===== src/rtl/spi_seg_pkg.sv =====
// Shared constants for the N-digit SPI 7-segment display driver: FSM encodings,
// encoding modes, fixed segment patterns and the hex glyph table.
package spi_seg_pkg;

  localparam int FRAME_W = 16;

  localparam logic [2:0] ST_IDLE     = 3'd0;
  localparam logic [2:0] ST_LOAD     = 3'd1;
  localparam logic [2:0] ST_ASSERT   = 3'd2;
  localparam logic [2:0] ST_SHIFT    = 3'd3;
  localparam logic [2:0] ST_DEASSERT = 3'd4;
  localparam logic [2:0] ST_DONE     = 3'd5;

  localparam logic [1:0] MODE_HEXBLANK = 2'd0;
  localparam logic [1:0] MODE_TEST     = 2'd1;
  localparam logic [1:0] MODE_HEX      = 2'd2;
  localparam logic [1:0] MODE_OFF      = 2'd3;

  localparam logic [7:0] SEG_BLANK = 8'h00;
  localparam logic [7:0] SEG_ALL   = 8'hFF;

  // Segment byte is {dp,g,f,e,d,c,b,a}; dp is never lit by the hex glyphs.
  function automatic logic [7:0] hex_seg(input logic [3:0] code);
    logic [7:0] s;
    case (code)
      4'h0: s = 8'h3F;
      4'h1: s = 8'h06;
      4'h2: s = 8'h5B;
      4'h3: s = 8'h4F;
      4'h4: s = 8'h66;
      4'h5: s = 8'h6D;
      4'h6: s = 8'h7D;
      4'h7: s = 8'h07;
      4'h8: s = 8'h7F;
      4'h9: s = 8'h6F;
      4'hA: s = 8'h77;
      4'hB: s = 8'h7C;
      4'hC: s = 8'h39;
      4'hD: s = 8'h5E;
      4'hE: s = 8'h79;
      default: s = 8'h71;
    endcase
    return s;
  endfunction

endpackage


===== src/rtl/seg7_encode.sv =====
// Combinational digit-code to segment-byte encoder, selected by display mode.
module seg7_encode
  import spi_seg_pkg::*;
#(
  parameter logic [3:0] BLANK_CODE = 4'hF
) (
  input  logic [3:0] code,
  input  logic [1:0] mode,
  output logic [7:0] seg
);

  always_comb begin
    seg = SEG_BLANK;
    case (mode)
      MODE_HEXBLANK: seg = (code == BLANK_CODE) ? SEG_BLANK : hex_seg(code);
      MODE_TEST:     seg = SEG_ALL;
      MODE_HEX:      seg = hex_seg(code);
      default:       seg = SEG_BLANK;
    endcase
  end

endmodule


===== src/rtl/spi_seg_display_n.sv =====
// SPI mode-0 driver for an N-digit 7-segment module: one {address, segment}
// frame per digit, MSB first, with the last MISO word kept in rx_data.
module spi_seg_display_n
  import spi_seg_pkg::*;
#(
  parameter int         NUM_DIGITS = 8,
  parameter int         CLK_DIV    = 4,
  parameter logic [7:0] ADDR_BASE  = 8'h01,
  parameter logic [3:0] BLANK_CODE = 4'hF
) (
  input  logic                    clk,
  input  logic                    rst,
  input  logic                    set,
  input  logic [4*NUM_DIGITS-1:0] din,
  input  logic                    start,
  input  logic [1:0]              mode,
  output logic                    busy,
  output logic                    done,
  output logic                    ss,
  output logic                    mosi,
  input  logic                    miso,
  output logic                    sclk,
  output logic [FRAME_W-1:0]      rx_data,
  output logic [2:0]              state
);

  localparam int             DW       = $clog2(CLK_DIV + 1);
  localparam logic [DW-1:0]  DIV_LAST = DW'(CLK_DIV - 1);
  localparam logic [3:0]     IDX_LAST = 4'(NUM_DIGITS - 1);

  // Request protocol: a 0->1 edge on start seen in IDLE is accepted; busy is
  // high from the next cycle until the single-cycle done pulse, and any start
  // edge or set seen while busy is discarded rather than queued.
  logic [4*NUM_DIGITS-1:0] shadow;
  logic                    start_q;
  logic [1:0]              mode_q;
  logic [3:0]              idx;
  logic [DW-1:0]           div_cnt;
  logic [4:0]              hcnt;
  logic [14:0]             tx_sr;
  logic [15:0]             rx_sr;
  logic [3:0]              code;
  logic [7:0]              seg;
  logic [7:0]              addr;
  logic                    div_end;

  assign div_end = (div_cnt == DIV_LAST);
  assign busy    = (state != ST_IDLE) && (state != ST_DONE);
  assign done    = (state == ST_DONE);
  assign addr    = ADDR_BASE + {4'h0, idx};

  always_comb begin
    code = 4'h0;
    for (int i = 0; i < NUM_DIGITS; i++) begin
      if (idx == 4'(i)) code = shadow[4*i +: 4];
    end
  end

  seg7_encode #(.BLANK_CODE(BLANK_CODE)) u_enc (
    .code (code),
    .mode (mode_q),
    .seg  (seg)
  );

  always_ff @(posedge clk or negedge rst) begin
    if (!rst) begin
      shadow  <= '0;
      start_q <= 1'b0;
    end else begin
      start_q <= start;
      if (set && !busy) shadow <= din;
    end
  end

  always_ff @(posedge clk or negedge rst) begin
    if (!rst) begin
      state   <= ST_IDLE;
      mode_q  <= MODE_HEXBLANK;
      idx     <= 4'h0;
      div_cnt <= '0;
      hcnt    <= 5'd0;
      tx_sr   <= '0;
      rx_sr   <= '0;
      rx_data <= '0;
      ss      <= 1'b1;
      sclk    <= 1'b0;
      mosi    <= 1'b0;
    end else begin
      case (state)
        ST_IDLE: begin
          if (start && !start_q) begin
            mode_q <= mode;
            idx    <= 4'h0;
            state  <= ST_LOAD;
          end
        end
        ST_LOAD: begin
          mosi    <= addr[7];
          tx_sr   <= {addr[6:0], seg};
          ss      <= 1'b0;
          div_cnt <= '0;
          state   <= ST_ASSERT;
        end
        ST_ASSERT: begin
          if (div_end) begin
            div_cnt <= '0;
            hcnt    <= 5'd0;
            state   <= ST_SHIFT;
          end else begin
            div_cnt <= div_cnt + 1'b1;
          end
        end
        ST_SHIFT: begin
          // Even half-periods are sclk low, odd ones sclk high.
          if (div_end) begin
            div_cnt <= '0;
            if (!hcnt[0]) begin
              sclk  <= 1'b1;
              rx_sr <= {rx_sr[14:0], miso};
              hcnt  <= hcnt + 5'd1;
            end else if (hcnt == 5'd31) begin
              sclk    <= 1'b0;
              mosi    <= 1'b0;
              ss      <= 1'b1;
              rx_data <= rx_sr;
              state   <= ST_DEASSERT;
            end else begin
              sclk  <= 1'b0;
              mosi  <= tx_sr[14];
              tx_sr <= {tx_sr[13:0], 1'b0};
              hcnt  <= hcnt + 5'd1;
            end
          end else begin
            div_cnt <= div_cnt + 1'b1;
          end
        end
        ST_DEASSERT: begin
          if (div_end) begin
            div_cnt <= '0;
            if (idx == IDX_LAST) begin
              state <= ST_DONE;
            end else begin
              idx   <= idx + 4'd1;
              state <= ST_LOAD;
            end
          end else begin
            div_cnt <= div_cnt + 1'b1;
          end
        end
        ST_DONE:  state <= ST_IDLE;
        default:  state <= ST_IDLE;
      endcase
    end
  end

endmodule


===== config.mk =====
export PLATFORM = sky130hd
export DESIGN_NAME = spi_seg_display_n
export DESIGN_NICKNAME = d
export VERILOG_FILES = /design/src/rtl/spi_seg_pkg.sv /design/src/rtl/seg7_encode.sv /design/src/rtl/spi_seg_display_n.sv
export SDC_FILE = /design/constraint.sdc
export NUM_CORES = 1
export LEC_CHECK = 0
export CORE_UTILIZATION = 45
export CTS_CLUSTER_DIAMETER = 100
export DETAILED_ROUTE_END_ITERATION = 8
export PLACE_DENSITY = 0.71
export SLEW_MARGIN = 30
export SYNTH_ARGS = -nofsm -noshare
export SYNTH_HDL_FRONTEND = slang
export SYNTH_SLANG_ARGS = --single-unit

===== constraint.sdc =====
create_clock -name clk -period 3.8 [get_ports clk]
set_input_delay 0.76 -clock clk [delete_from_list [all_inputs] [get_ports clk]]
set_output_delay 0.76 -clock clk [all_outputs]
set_load 0.02 [all_outputs]

==> results.py <==
metrics = {
    "status": {
        "status": "complete, but fails checks",
        "violations": "design-rule violations",
    },
    "place": {
        "pre_cts_slack_ns": 0.543,
        "port_buffers": 62,
        "place_area_um2": 5690,
        "routabilityCongestion": 0.959,
        "hpwl_um": 7450,
    },
    "pwr": {
        "peakVddDrop_mv": 0.175,
        "leakage_nw": 2.56,
        "p_per_area_nw_per_um2": 329,
        "total_power_w": 0.00193,
    },
    "sta": {
        "finClkSkew_ns": 0.0162,
        "rsz0062_at_grt": "false",
        "hold_viol": 0,
        "fin_crit_sh_pct": 89.4,
        "slew-limit-headroom_pct": 40.9,
        "fin_crit_ns": 3.40,
        "finalSetupTns_ns": 0,
        "setup_slack_ns": 0.402,
        "report.final.slew_viol_count": 0,
        "fmax_mhz": 294,
        "tightest_slew_ns": 0.884,
        "setup_violations": 0,
    },
    "critical_path": {
        "cp.depth": 12,
        "critPathArrivalTime_ns": 3.70,
        "critical_path_required_ns": 4.10,
        "critPathKind": "reg -> reg",
        "crit_path_start_kind": "flop",
        "cpPeakStageDelay_ns": 0.59,
        "slowest_stage": "ha_1",
        "r2r_cells": 12,
        "path_buf_inv": 3,
        "end_kind": "flop",
        "worst-path-max-fanout": 15,
        "path_delay_family": "compound AO/OA/AOI/OAI gates",
        "r2r_slack_ns": 0.40,
        "crit_chain": "inv_1, ha_1, inv_2, o21ai_0, a211oi_1, o32ai_2, inv_1, ha_1, a2111oi_0, nor2_1, o311ai_1, a32o_1",
    },
    "synth": {
        "synth_xor_area_share_pct": 0.700,
        "avgSynthCellArea_um2": 11.2,
        "synth_compound_area_share_pct": 14.0,
        "ys.flop_type": "dfrtp_1",
        "yosysMostFrequentCell": "dfrtp_1",
        "synth.top_cell.area_share_pct": 49.5,
        "muxShareOfSynthArea_pct": 16.2,
        "yosys-top-cells-count": "dfrtp_1, mux2_2, nand2_1",
        "yosysSeqAreaShare_pct": 50.0,
        "yosys.area_share.adder_pct": 3.25,
        "postSynthCellCount": 447,
        "netlist_area_um2": 5000,
        "synth_nets": 499,
        "synth-edff-count": 0,
        "synth_area_leader_cell": "dfrtp_1",
        "yosysUniqueCellTypes": 63,
        "synth_top_family_by_area": "multiplexers",
        "async_flop_share_pct": 100,
        "yosys_warnings": 0,
        "synthTopCellsByArea": "dfrtp_1, mux2_2, ha_1",
        "yosys.area_share.simple_pct": 12.0,
        "synth_seq_cells": 100,
    },
    "cts": {
        "cts-buffers-inserted": 9,
        "cts_hold_buf": 0,
        "ctsResizeCount": 0,
        "cts_num_sinks": 100,
        "cts_setup_buffers": 0,
        "root_buffer": "clkbuf_8",
        "clock_path_buffers": 2,
        "clk_pin_slew_ns": 0.10,
        "htreeDepth": 3,
        "clk_latency_ns": 0.37,
        "cts_tree": "built",
    },
    "min_path": {
        "hp-class": "in -> async",
    },
    "detailed_routing": {
        "antenna_left": 0,
        "num_vias": 3541,
        "route.detailed.drc": 1,
        "wl_um": 10300,
        "wl_per_cell_um": 16.0,
        "drtIter0Drc": 206,
        "vias_per_cell": 5.49,
        "drt_pre_antenna_iters": 7,
    },
    "floorplanning": {
        "die_y_um": 107,
        "fp-row-count": 38,
        "die-area_um2": 11500,
        "core_um2": 10800,
        "ios": 63,
        "initial_core_util_pct": 46.2,
        "die_w_um": 107,
    },
    "global_routing": {
        "antenna_found_initial": 0,
        "grt_max_degree": 46,
        "grtUsageTotal_pct": 19.4,
        "grt_pass1_vias": 3478,
        "grt_overflow": 0,
        "grt_first_pass_wirelength_um": 17500,
    },
    "finish": {
        "fin_area_um2": 5880,
        "drive_gt1_share_pct": 20.2,
        "diodes": 0,
        "area_delta_synth_final_pct": 17.4,
        "nets": 552,
    },
    "run": {
        "cap_violations": 0,
    },
}
-- per-layer routing --
metal	routed length (µm)	part of all wire (%)	global-route usage (%)	vias to the layer above
met1	4940	48	27.0	1732
met2	4860	47	30.5	90
li1	-	-	-	1705
met5	0	0	0	-
met3	361	3.5	2.48	14
met4	157	1.5	8.32	0
-- power by group --
part / switching [W] / internal, W
clock: 0.000373 / 0.000264
combinational: 0.0000875 / 0.0000895
sequential: 0.0000238 / 0.00109
-- path summary, 6_finish.rpt --
| path | startpoint | to |
|---|---|---|
| min | rst | rx_data[15] |
| max reg2reg | idx[0] | tx_sr[0] |
| max | idx[0] | tx_sr[0] |
| min in group clk | tx_sr[11] | tx_sr[11] |
| max in group asynchronous | rst | shadow[27] |
| min reg2reg | tx_sr[11] | tx_sr[11] |
-- area by class of cell --
class	instances	area (µm²)
fill	960	4960
sequential	100	2500
multi-input combinational	309	2310
timing repair buffer	66	648
tap	140	175
clock buffer	11	141
inverter	14	52.6
clock inverter	5	43.8
-- flip-flops by register name (all words and copies together), names as in the netlist, 3 cells and up --
signal and cells:
div_cnt 3, hcnt 5, idx 4, rx_data 16, rx_sr 16, shadow 32, state 3, tx_sr 15
-- cells in the final DEF, fill, tap and decap left out, types with 5 or more instances in the layout --
cell type	n
a211oi_1	8
a21oi_1	18
a22o_1	5
a31oi_1	7
buf_4	5
clkbuf_8	10
clkdlybuf4s50_1	61
dfrtp_1	99
ha_1	13
inv_1	13
mux2_2	63
mux2i_1	5
nand2_1	40
nand2b_1	7
nand3_1	16
nor2_1	23
nor3_1	6
o21ai_0	28
o22ai_1	6
-- logic make-up after synthesis --
| kind of cell | after synthesis |
|---|---|
| buffers and inverters | 38 |
| adder cells (fa/ha/maj) | 13 |
| XOR/XNOR | 4 |
| AO/OA/AOI/OAI | 99 |
| multiplexers | 72 |
| AND/OR/NAND/NOR | 121 |
| flip-flops | 100 |
-- metrics by stage --
stage / std cells / util, % / hold WS, ns
floorplan: 447 / - / 0.445
global placement: 629 / 52.5 / 0.463
detailed placement: 629 / 52.5 / 0.470
CTS: 645 / 54.2 / 0.379
global route: 645 / 54.2 / 0.400
finish: 645 / 54.2 / 0.374
No activity file was read; power rests on OpenSTA's default activity.
